==> config.mk <==
export PLATFORM = sky130hd
export DESIGN_NAME = lcd_cmd_sched
export DESIGN_NICKNAME = d
export VERILOG_FILES = /design/src/rtl/lcd_cmd_sched.sv
export SDC_FILE = /design/constraint.sdc
export NUM_CORES = 1
export LEC_CHECK = 0
export CAP_MARGIN = 20
export CORE_UTILIZATION = 60
export CTS_BUF_LIST = sky130_fd_sc_hd__clkbuf_4
export DETAILED_ROUTE_END_ITERATION = 6
export DONT_BUFFER_PORTS = 1
export PLACE_DENSITY = 0.76
export SLEW_MARGIN = 20
export SYNTH_ARGS = -nofsm -noshare
export SYNTH_HDL_FRONTEND = slang
export SYNTH_SLANG_ARGS = --single-unit
==> constraint.sdc <==
create_clock -name clk -period 4.1 [get_ports clk]
set_input_delay 0.205 -clock clk [delete_from_list [all_inputs] [get_ports clk]]
set_output_delay 0.205 -clock clk [all_outputs]
set_load 0.01 [all_outputs]
==> src/rtl/lcd_cmd_sched.sv <==
// Buffers host opcodes in a small FIFO and issues them one at a time to the LCD image controller.
// Closes the session after a completed Write; a watchdog traps a controller that stops responding.
module lcd_cmd_sched #(
  parameter int DEPTH   = 4,
  parameter int TIMEOUT = 200
) (
  input  logic       clk,
  input  logic       reset,
  input  logic [2:0] host_cmd,
  input  logic       host_valid,
  output logic       host_ready,
  input  logic       lcd_busy,
  input  logic       lcd_done,
  output logic [2:0] lcd_cmd,
  output logic       lcd_cmd_valid,
  output logic [7:0] issued_cnt,
  output logic       idle,
  output logic       finished,
  output logic       err_timeout
);

  localparam int AW = $clog2(DEPTH);
  localparam int CW = AW + 1;
  localparam logic [2:0] OP_WRITE = 3'd0;

  typedef enum logic [2:0] {
    S_INIT,
    S_READY,
    S_ISSUE,
    S_WAIT_ACK,
    S_WAIT_DONE,
    S_FIN,
    S_ERR
  } state_t;

  state_t         state;
  logic [2:0]     mem [DEPTH];
  logic [AW-1:0]  rd_ptr;
  logic [AW-1:0]  wr_ptr;
  logic [CW-1:0]  count;
  logic           wr_locked;
  logic [2:0]     cur_cmd;
  logic [7:0]     wd;
  logic [7:0]     issued;

  logic           full;
  logic           empty;
  logic           push;
  logic           pop;
  logic [8:0]     wd_inc;
  logic           wd_hit;
  logic           done_exit;

  assign full   = (count == CW'(DEPTH));
  assign empty  = (count == '0);
  assign push   = host_valid && host_ready;
  assign pop    = (state == S_READY) && !empty && !lcd_busy;

  // The limit is judged against the count including the current wait cycle,
  // so the ERR transition is decided in the TIMEOUT-th cycle after the strobe.
  assign wd_inc = {1'b0, wd} + 9'd1;
  assign wd_hit = (wd_inc == 9'(TIMEOUT));

  // A Write only ends on done; everything else ends when the controller drops busy.
  assign done_exit = (cur_cmd == OP_WRITE) ? lcd_done : !lcd_busy;

  assign host_ready    = !full && !wr_locked &&
                         (state inside {S_READY, S_ISSUE, S_WAIT_ACK, S_WAIT_DONE});
  assign lcd_cmd_valid = (state == S_ISSUE);
  assign lcd_cmd       = (state == S_ISSUE) ? cur_cmd : 3'd0;
  assign issued_cnt    = issued;
  assign idle          = (state == S_READY) && empty;
  assign finished      = (state == S_FIN);
  assign err_timeout   = (state == S_ERR);

  always_ff @(posedge clk) begin
    if (push) begin
      mem[wr_ptr] <= host_cmd;
    end
  end

  always_ff @(posedge clk or posedge reset) begin
    if (reset) begin
      state     <= S_INIT;
      rd_ptr    <= '0;
      wr_ptr    <= '0;
      count     <= '0;
      wr_locked <= 1'b0;
      cur_cmd   <= 3'd0;
      wd        <= 8'd0;
      issued    <= 8'd0;
    end else begin
      if (push) begin
        wr_ptr <= wr_ptr + AW'(1);
        if (host_cmd == OP_WRITE) begin
          wr_locked <= 1'b1;
        end
      end
      if (pop) begin
        rd_ptr  <= rd_ptr + AW'(1);
        cur_cmd <= mem[rd_ptr];
      end

      if (state == S_FIN) begin
        count <= '0;
      end else if (push && !pop) begin
        count <= count + CW'(1);
      end else if (pop && !push) begin
        count <= count - CW'(1);
      end

      case (state)
        S_INIT: begin
          if (!lcd_busy) begin
            state <= S_READY;
          end
        end
        S_READY: begin
          if (pop) begin
            state <= S_ISSUE;
          end
        end
        S_ISSUE: begin
          if (issued != 8'hFF) begin
            issued <= issued + 8'd1;
          end
          wd    <= 8'd0;
          state <= S_WAIT_ACK;
        end
        S_WAIT_ACK: begin
          wd <= wd_inc[7:0];
          if (lcd_busy) begin
            state <= S_WAIT_DONE;
          end else if (wd_hit) begin
            state <= S_ERR;
          end
        end
        S_WAIT_DONE: begin
          wd <= wd_inc[7:0];
          if (done_exit) begin
            state <= (cur_cmd == OP_WRITE) ? S_FIN : S_READY;
          end else if (wd_hit) begin
            state <= S_ERR;
          end
        end
        S_FIN:   state <= S_FIN;
        S_ERR:   state <= S_ERR;
        default: state <= S_INIT;
      endcase
    end
  end

endmodule

==> results of run 1 <==
==> worst min path at each step <==
stage | from | endpoint | cells past startpoint
after floorplan | reset | count[0] | 1
after global placement | host_cmd[1] | mem[2][1] | 0
after detailed placement | reset | wd[3] | 1
after CTS | lcd_busy | state[2] | 2
after global routing | lcd_busy | state[2] | 2
final | lcd_busy | state[2] | 2
==> cells in the final DEF (no fill, tap or decap), drive strengths merged, types with 2 or more instances in the layout <==
cell type / count
o21ai: 10
mux2i: 5
buf: 2
nand4: 5
dfrtp: 30
nand3: 6
xnor2: 12
a21oi: 4
nand2: 11
a21o: 3
edfxtp: 12
ha: 7
a211oi: 2
dlygate4sd3: 4
nor3b: 5
a31oi: 2
and3: 3
mux2: 5
xor2: 7
nor2b: 3
clkbuf: 5
nand3b: 2
nor3: 6
mux4: 3
nor2: 17
o21a: 3
and2: 8
inv: 9
clkinv: 2
nor4: 2
nand2b: 2
==> kinds of logic (layout without fill, tap and decap cells) <==
kind of cell    count (synthesis)  in the layout
simple gates                   72             72
flops                          42             42
compound gates                 32             32
buf+inv                        21             23
xor+xnor                       19             19
mux                            13             13
fa+ha+maj                       8              8
==> synthesized netlist by cell type, types with 2 or more instances <==
| library cell | n | area share (%) |
|---|---|---|
| ha_1 | 7 | 3.8 |
| mux4_2 | 3 | 2.9 |
| nand2b_1 | 2 | 0.55 |
| nand3b_1 | 2 | 0.66 |
| nor4_1 | 2 | 0.55 |
| a21oi_1 | 4 | 0.87 |
| a31oi_1 | 2 | 0.55 |
| clkbuf_1 | 6 | 0.98 |
| o21a_1 | 3 | 0.98 |
| mux2_2 | 5 | 2.5 |
| nor3_1 | 6 | 1.3 |
| nor2_1 | 16 | 2.6 |
| nand2_1 | 11 | 1.8 |
| nand4_1 | 4 | 1.1 |
| o21ai_0 | 10 | 2.2 |
| mux2i_1 | 5 | 2.2 |
| nand3_1 | 6 | 1.3 |
| inv_1 | 9 | 1.5 |
| a211oi_1 | 2 | 0.66 |
| and3_1 | 3 | 0.82 |
| nor3b_1 | 5 | 1.6 |
| buf_6 | 2 | 0.98 |
| xnor2_1 | 12 | 4.6 |
| edfxtp_1 | 12 | 16 |
| dfrtp_1 | 30 | 33 |
| xor2_1 | 7 | 2.7 |
| a21o_1 | 3 | 0.98 |
| nor2b_1 | 3 | 0.82 |
| and2_1 | 7 | 1.9 |
==> stage by stage <==
step | util (%) | hold WS, ns | setup slack (ns)
final | 66.1 | 0.0435 | 1.44
after floorplan | - | 0.296 | 2.06
after global routing | 66.1 | 0.0308 | 1.26
after global placement | 62.6 | 0.304 | 1.63
after CTS | 66.1 | 0.0297 | 1.44
after detailed placement | 63.4 | 0.169 | 1.47
==> critical path, cell delays in order, from the launching register on <==
cell,delay (ns)
dfrtp_1,0.65
or3b_4,0.47
a2111oi_4,0.61
and2_4,0.29
fa_1,0.23
a211oi_1,0.06
a21oi_1,0.15
mux2i_1,0.09
==> area by class of cell <==
cell class	count	area (um2)	share of cell area, %
repair buffers	6	75.1	3.10
flip-flops and latches	42	1110	45.9
inverters	9	33.8	1.40
clock buffers	5	37.5	1.55
clock inverters	3	21.3	0.879
well taps	48	60.1	2.48
multi-input cells	144	1080	44.6
==> where the power goes <==
| part | switching, mW | total [mW] | internal (mW) |
|---|---|---|---|
| clock network | 0.140 | 0.207 | 0.0668 |
| registers | 0.197 | 0.749 | 0.552 |
| logic | 0.298 | 0.589 | 0.292 |
| total | 0.635 | 1.54 | 0.910 |
==> metal layers <==
| metal | vias up | part of all wire (%) | track usage, % | wire length [um] |
|---|---|---|---|---|
| met5 | - | 0 | 0 | 0 |
| met4 | 0 | 2.3 | 10.8 | 94 |
| met3 | 11 | 4.1 | 5.00 | 163 |
| met2 | 39 | 51 | 37.6 | 2050 |
| met1 | 742 | 42 | 26.1 | 1700 |
| li1 | 728 | - | - | - |
==> registers in the layout, indices dropped and copies added (netlist names) <==
name	flops
count	3
cur_cmd	3
issued_cnt	8
mem	12
rd_ptr	2
state	3
wd	8
wr_locked	1
wr_ptr	2
==> run summary, run 1 <==
I/O Buffers: 0
Worst vdd ir: 0.362 mV
TritonCTS clock tree: built
Status: finished clean
Syn_area_per_cell: 11.1 um2
Clock buffer depth: 2
Crit. End Element: register
CP Capture Point: count[2]
Synth Area in XOR/XNOR: 7.26%
Die W: 63.8 um
RSZ-0062 raised after global routing: no
First-pass GRT wire length: 6.81 mm
FF-to-FF setup slack: 1.44 ns
Drt initial violations: 103
CP Class: register to register
Wire per inst: 15.6 um
Worst Hold Class: input pin to register
Post-Route WL: 4.00 mm
Initial antenna violation count: 0
Root buf cell: clkbuf_4
Nets: 224
Die area: 0.00407 mm2
Share of cells above drive strength 1: 11.5%
Simple-Gate Fraction of Synth Area: 17.0%
Area of the mapped netlist: 0.00229 mm2
Placed inst area: 0.00232 mm2
Final std cells w/o fill: 257
Final setup viols: 0
Pin count of the biggest net entering global routing: 21
Later-pin clock latency in the skew report: 0.35 ns
Post-CTS Hold Fix Bufs: 4
Vias per cell: 5.91
Critical path startpoint category: register
Synthesis-stage register bit count: 42
Slew margin rel.: 57.6%
# rows: 22
Area grow syn2layout: 5.57%
CP arrival: 2.90 ns
Post-Synthesis Cells: 207
First-pass DRT Iterations: 5
Final hold vios: 0
Worst Skew: 0.00756 ns
Number of global-route vias before repair: 1527
Io pins: 24
Main synth FF type: dfrtp_1
Fin crit share: 65.0%
Fmax: 375 MHz
Fraction of the mapped netlist area in adder cells: 4.70%
Post-synthesis mux area share: 7.59%
Max Fanout on Critical Path: 18
Final Total Pwr: 1.54 mW
Clock sink total: 42
Async SR Flop Fraction: 71.4%
Synth Area in Compound Gates: 10.5%
Clock Pin Slew Worst Setup and Hold Paths: 0.13 ns
Inserted Diodes: 0
Initial Utilization: 62.6%
Congestion Overflow GR: 0
Worst Path Required: 4.34 ns
Final min period: 2.66 ns
Seq/Total Area, Yosys: 48.5%
Critical Path Source: state[2]
Max-slew violations: 0
Reg2reg start: state[2]
RR Endpoint: count[2]
Gr usage total: 22.0%
DR vias: 1520
Core Box Area: 0.00366 mm2
CTS H-tree lvls: 2
DRC: 0
Synth Net Count: 223
Power per cell area: 639 mW/mm2
Die height: 63.8 um
# resized after CTS: 0
Worst Reg2Reg Path Length in Cells: 7
Worst Tran Pin Value: 0.636 ns
Placer Congestion: 0.837
Syn. warnings: 0
Postcts setup bufs: 0
Placed cells: 245
DP HPWL: 2.86 mm
Synth cell types: 47
Post-route design area: 0.00242 mm2
Setup tns final: 0 ns
Post-synth EDFFs: 12
Max cap viols: 0
Antenna-violating nets left: 0
Largest family of logic cells by synthesized area: simple AND/OR/NAND/NOR gates
Static leakage: 0.989 nW
TritonCTS Buffers: 5
# fillers: 284
Power figures use the tool's default switching activity.
==> run 2: changes to the inputs <==
--- a/config.mk
+++ b/config.mk
@@ -6,11 +6,11 @@
 export NUM_CORES = 1
 export LEC_CHECK = 0
 export CAP_MARGIN = 20
-export CORE_UTILIZATION = 60
+export CORE_UTILIZATION = 59
 export CTS_BUF_LIST = sky130_fd_sc_hd__clkbuf_4
 export DETAILED_ROUTE_END_ITERATION = 6
 export DONT_BUFFER_PORTS = 1
-export PLACE_DENSITY = 0.76
+export PLACE_DENSITY = 0.78
 export SLEW_MARGIN = 20
 export SYNTH_ARGS = -nofsm -noshare
 export SYNTH_HDL_FRONTEND = slang
==> constraint.sdc (replaced) <==
create_clock -name clk -period 2.3 [get_ports clk]
set_input_delay 0.115 -clock clk [delete_from_list [all_inputs] [get_ports clk]]
set_output_delay 0.115 -clock clk [all_outputs]
set_load 0.01 [all_outputs]
==> run 2 against run 1 <==
  * Total power increased by 82%
  * Via count is 0.86% higher
  * Non-clock buffer count up 6
  * First-iteration DRC count grew 11%
  * Sequential share of layout area down 0.52 points
  * Design area grew 1.1%
  * Clock power up 75%
  * Global-route usage is 0.20 points higher
  * Hold slack got worse by 0.014 ns
  * Largest power group unchanged
==> run summary, run 2 (synthesized netlist as in run 1, its figures left out) <==
Worst Skew: 0.0116 ns (+0.00404 ns)
Clock sink total: 42 (unchanged)
I/O Buffers: 0 (unchanged)
Logic pwr share: 41.7% (+3.6 points)
Placed cells: 250 (+2.0%)
Root buf cell: clkbuf_4
Area grow syn2layout: 6.77%
Clock Pin Slew Worst Setup and Hold Paths: 0.12 ns (about the same)
Max cap viols: 0 (unchanged)
Reg power frac: 45.4% (-3.1 points)
First-pass DRT Iterations: 4 (-1)
Slew margin rel.: 69.4% (+12 points)
DP HPWL: 3.02 mm (+5.5%)
Worst vdd ir: 0.626 mV (+73%)
Nets: 230 (+2.7%)
Placer Congestion: 0.810 (-3.3%)
Worst Tran Pin Value: 0.456 ns (-0.181 ns)
Critical Path Source: state[2]
Max-slew violations: 0 (unchanged)
CTS H-tree lvls: 2 (unchanged)
Worst Path Required: 2.53 ns (-1.81 ns)
Final core utilization: 66.3% (+0.25 points)
Inserted Diodes: 0 (unchanged)
Core Box Area: 0.00369 mm2 (+0.75%)
Number of global-route vias before repair: 1537 (+0.65%)
Share of cells above drive strength 1: 13.5% (+2.0 points)
Setup tns final: 0 ns (unchanged)
# fillers: 291 (+2.5%)
Reg2reg start: state[2]
Later-pin clock latency in the skew report: 0.34 ns (about the same)
Pin count of the biggest net entering global routing: 31 (+48%)
Critical path startpoint category: register
TritonCTS clock tree: built
DRC: 0 (unchanged)
Post-Route WL: 4.07 mm (+1.7%)
Final hold vios: 0 (unchanged)
Final std cells w/o fill: 263 (+2.3%)
Initial antenna violation count: 0 (unchanged)
Drt initial violations: 114 (+11%)
Final WS setup: 0.228 ns (-1.21 ns)
Highest-count cells in the layout ignoring fill and taps: dfrtp_1, nor2_1, xnor2_1, edfxtp_1, nand2_1
Pre-CTS setup slack: 0.244 ns (-1.22 ns)
DR vias: 1533 (+0.86%)
Wire per inst: 15.5 um (-0.60%)
Clock share of power: 12.9% (-0.5 points)
Internal power: 1.68 mW (+84%)
Vias per cell: 5.83 (-1.4%)
Gr usage total: 22.2% (+0.20 points)
Switching Fraction: 40.2% (-0.89 points)
Antenna-violating nets left: 0 (unchanged)
# rows: 22 (unchanged)
Io pins: 24 (unchanged)
CP Class: register to register
CP arrival: 2.30 ns (-0.60 ns)
Max reg flops: 12 (unchanged)
Die height: 64.3 um (+0.82%)
Crit. End Element: register
Max Fanout on Critical Path: 6 (-12)
WHS Path Cells: 2 (unchanged)
Die area: 0.00414 mm2 (+1.7%)
Final min period: 2.07 ns (-0.592 ns)
Worst Reg2Reg Path Length in Cells: 6 (-1)
Congestion Overflow GR: 0 (unchanged)
RSZ-0062 raised after global routing: no
Top reg by flops: mem
Hold Path Origin: host_cmd[2]
Worst Hold Class: input pin to register
Commonest non-fill, non-tap cell in the layout: dfrtp_1
Fmax: 483 MHz (+29%)
Worst hold slack: 0.0292 ns (-0.0143 ns)
Fin crit share: 90.1% (+25 points)
Psw: 1.13 mW (+78%)
Die W: 64.3 um (+0.82%)
TritonCTS Buffers: 5 (unchanged)
Clock buffer depth: 2 (unchanged)
Status: finished clean
Static leakage: 1.01 nW (+2.5%)
Power per cell area: 1150 mW/mm2 (+80%)
Final setup viols: 0 (unchanged)
First-pass GRT wire length: 6.93 mm (+1.8%)
Initial Utilization: 62.1% (-0.47 points)
# resized after CTS: 0 (unchanged)
Postcts setup bufs: 0 (unchanged)
-- run 2: final cells by class --
cell class / instances / area, um2 / share of cell area, %
clock buffers: 6 / 45.0 / 1.84
inverters: 9 / 33.8 / 1.38
flip-flops and latches: 42 / 1110 / 45.4
well taps: 48 / 60.1 / 2.46
repair buffers: 12 / 103 / 4.19
multi-input cells: 144 / 1080 / 44.1
clock inverters: 2 / 13.8 / 0.563
-- run 2: per-layer routing --
metal  track usage, %  wire length [um]  vias to the layer above
met4             8.61                44                        0
met5                0                 0                        -
met3             4.46               131                        6
met1             28.1              1800                      756
met2             37.4              2090                       28
li1                 -                 -                      743
-- run 2: repair_timing --
action / CTS / global route
hold buffers: 5 / 0
setup endpoints to repair: 0 / 0
hold endpoints to repair: 46 / 0
-- run 2: critical path, cell delays in order, from the launching register on --
cell and delay, ns:
dfrtp_1 0.46, or3b_4 0.44, a2111oi_4 0.32, and2_4 0.23, fa_1 0.23, mux2i_1 0.20
mux2i_1 0.08
-- run 2: final timing paths --
| kind | end | slack, ns |
|---|---|---|
| worst max-delay path | count[2] | 0.23 |
| min in group asynchronous | issued_cnt[6] | 0.27 |
| max in group asynchronous | count[0] | 1.73 |
| worst max register to register | count[2] | 0.23 |
| worst min-delay path | wr_locked | 0.03 |
| worst min register to register | count[2] | 0.52 |
-- run 2: power groups by stage --
| stage | Sequential [mW] | Combinational (mW) | Clock [mW] |
|---|---|---|---|
| after global placement | 1.27 | 1.10 | 0 |
| after global routing | 1.31 | 1.31 | 0.391 |
| final | 1.27 | 1.17 | 0.362 |
| after CTS | 1.27 | 1.17 | 0.373 |
| after floorplan | 1.18 | 1.02 | 0 |
| after detailed placement | 1.29 | 1.16 | 0 |
-- run 2: per-stage QoR --
stage	power (mW)	area, um2
global placement	2.37	2340
global route	3.02	2450
finish	2.80	2450
detailed placement	2.44	2340
floorplan	2.20	2290
CTS	2.82	2450
==> run 3: changes to the inputs <==
--- a/config.mk
+++ b/config.mk
@@ -6,6 +6,7 @@
 export NUM_CORES = 1
 export LEC_CHECK = 0
 export CAP_MARGIN = 20
+export CORE_ASPECT_RATIO = 0.9
 export CORE_UTILIZATION = 59
 export CTS_BUF_LIST = sky130_fd_sc_hd__clkbuf_4
 export DETAILED_ROUTE_END_ITERATION = 6
==> run 3 against run 2 <==
  * Flip-flop and latch count unchanged
  * Wire length up 6.8%
  * Die area about the same
  * Total power up 6.3%
  * Hold slack better by 0.0038 ns
  * Combinational power about the same
==> run summary, run 3 (synthesized netlist as in run 1, its figures left out) <==
Status: finished clean
Commonest non-fill, non-tap cell in the layout: dfrtp_1
Post-Route WL: 4.35 mm (+6.8%)
Number of global-route vias before repair: 1535 (-0.13%)
Final hold vios: 0 (unchanged)
Die W: 67.7 um (+5.2%)
I/O Buffers: 0 (unchanged)
Later-pin clock latency in the skew report: 0.36 ns (+0.02 ns)
Pin count of the biggest net entering global routing: 31 (unchanged)
Crit. End Element: register
Postcts setup bufs: 0 (unchanged)
Nets: 232 (+0.87%)
Congestion Overflow GR: 0 (unchanged)
DP HPWL: 3.02 mm (about the same)
Pre-CTS setup slack: 0.177 ns (-0.0662 ns)
Wire per inst: 16.5 um (+6.8%)
Worst vdd ir: 0.749 mV (+20%)
Gr usage total: 23.2% (+0.93 points)
Worst Skew: 0.0180 ns (+0.00646 ns)
TritonCTS Buffers: 5 (unchanged)
Area of the multi-input gates: 0.00108 mm2 (+0.46%)
Clock buffer depth: 2 (unchanged)
Fmax: 464 MHz (-3.8%)
Placed inst area: 0.00235 mm2 (+0.54%)
DRC: 0 (unchanged)
Max cap viols: 0 (unchanged)
Max Fanout on Critical Path: 11 (+5)
TritonCTS clock tree: built
Critical path startpoint category: register
# fillers: 270 (-7.2%)
First-pass DRT Iterations: 4 (unchanged)
Root buf cell: clkbuf_4
RSZ-0062 raised after global routing: no
Final setup viols: 0 (unchanged)
Power per cell area: 1200 mW/mm2 (+4.5%)
# rows: 21 (-4.5%)
Drt initial violations: 77 (-32%)
Sequential Area: 0.00111 mm2 (unchanged)
Core Box Area: 0.00370 mm2 (+0.44%)
Final min period: 2.15 ns (+0.0819 ns)
Share of cells above drive strength 1: 14.7% (+1.3 points)
Fin crit share: 93.7% (+3.6 points)
CP arrival: 2.41 ns (+0.11 ns)
DR vias: 1514 (-1.2%)
Setup tns final: 0 ns (unchanged)
Final WS setup: 0.146 ns (-0.0819 ns)
First-pass GRT wire length: 6.93 mm (unchanged)
Highest-count cells in the layout ignoring fill and taps: dfrtp_1, nor2_1, xnor2_1, edfxtp_1, nand2_1
Antenna-violating nets left: 0 (unchanged)
Final core utilization: 67.1% (+0.79 points)
Die height: 61.1 um (-5.0%)
Max-slew violations: 0 (unchanged)
Max reg flops: 12 (unchanged)
Worst Path Required: 2.55 ns (+0.02 ns)
Placed cells: 250 (unchanged)
Io pins: 24 (unchanged)
Area grow syn2layout: 8.52%
Static leakage: 1.04 nW (+2.2%)
Clock sink total: 42 (unchanged)
CTS H-tree lvls: 2 (unchanged)
Initial antenna violation count: 0 (unchanged)
Die area: 0.00414 mm2 (about the same)
Top reg by flops: mem
CP Class: register to register
Slew margin rel.: 64.2% (-5.2 points)
Worst Hold Class: input pin to register
Clock Pin Slew Worst Setup and Hold Paths: 0.13 ns (about the same)
Final std cells w/o fill: 263 (unchanged)
Inserted Diodes: 0 (unchanged)
Post-route design area: 0.00249 mm2 (+1.6%)
Placer Congestion: 0.888 (+9.7%)
Vias per cell: 5.76 (-1.2%)
Initial Utilization: 61.8% (-0.27 points)
Worst Tran Pin Value: 0.534 ns (+0.0789 ns)
run 3: worst max-delay path, stage by stage (launching register included):
cell	delay, ns
dfrtp_1	0.54
or3b_4	0.46
a2111oi_4	0.32
and2_4	0.22
fa_1	0.22
mux2i_1	0.20
mux2i_1	0.09
run 3: metal layers:
metal  part of all wire, %  global-route usage (%)  routed length (um)
met4                   1.4                    8.51                  61
met1                    44                    27.7                1910
met5                     0                       0                   0
met3                   3.8                    6.30                 164
met2                    51                    40.2                2210
run 3: final timing paths:
check	cells after the start	slack, ns	startpoint	endpoint
worst max-delay path	6	0.15	state[2]	count[2]
worst min-delay path	3	0.03	lcd_busy	state[1]
worst max register to register	6	0.15	state[2]	count[2]
worst min register to register	1	0.54	count[2]	count[2]
max in group asynchronous	3	1.71	reset	wr_ptr[0]
min in group asynchronous	3	0.29	reset	issued_cnt[6]
run 3: per-stage QoR:
stage	hold slack [ns]	power (mW)
after global routing	0.0293	3.21
final	0.0330	2.98
after global placement	0.100	2.39
after detailed placement	0.117	2.48
after CTS	0.0199	2.98
after floorplan	0.206	2.20
run 3: report_power, final:
part | leakage (nW) | switching, mW | internal (mW)
registers | 0.487 | 0.316 | 0.984
logic | 0.504 | 0.614 | 0.582
clock network | 0.0462 | 0.242 | 0.242
run 3: final cells by class:
class | instances | area share (%)
clock inverter | 2 | 1.46
multi-input combinational | 144 | 43.6
sequential | 42 | 44.7
tap | 46 | 2.32
timing repair buffer | 14 | 4.73
clock buffer | 6 | 1.81
inverter | 9 | 1.36
run 3: timing repair:
item,CTS,global route
hold buffers,5,0
gates resized for setup,0,1
hold endpoints to repair,47,0
setup endpoints to repair,0,1
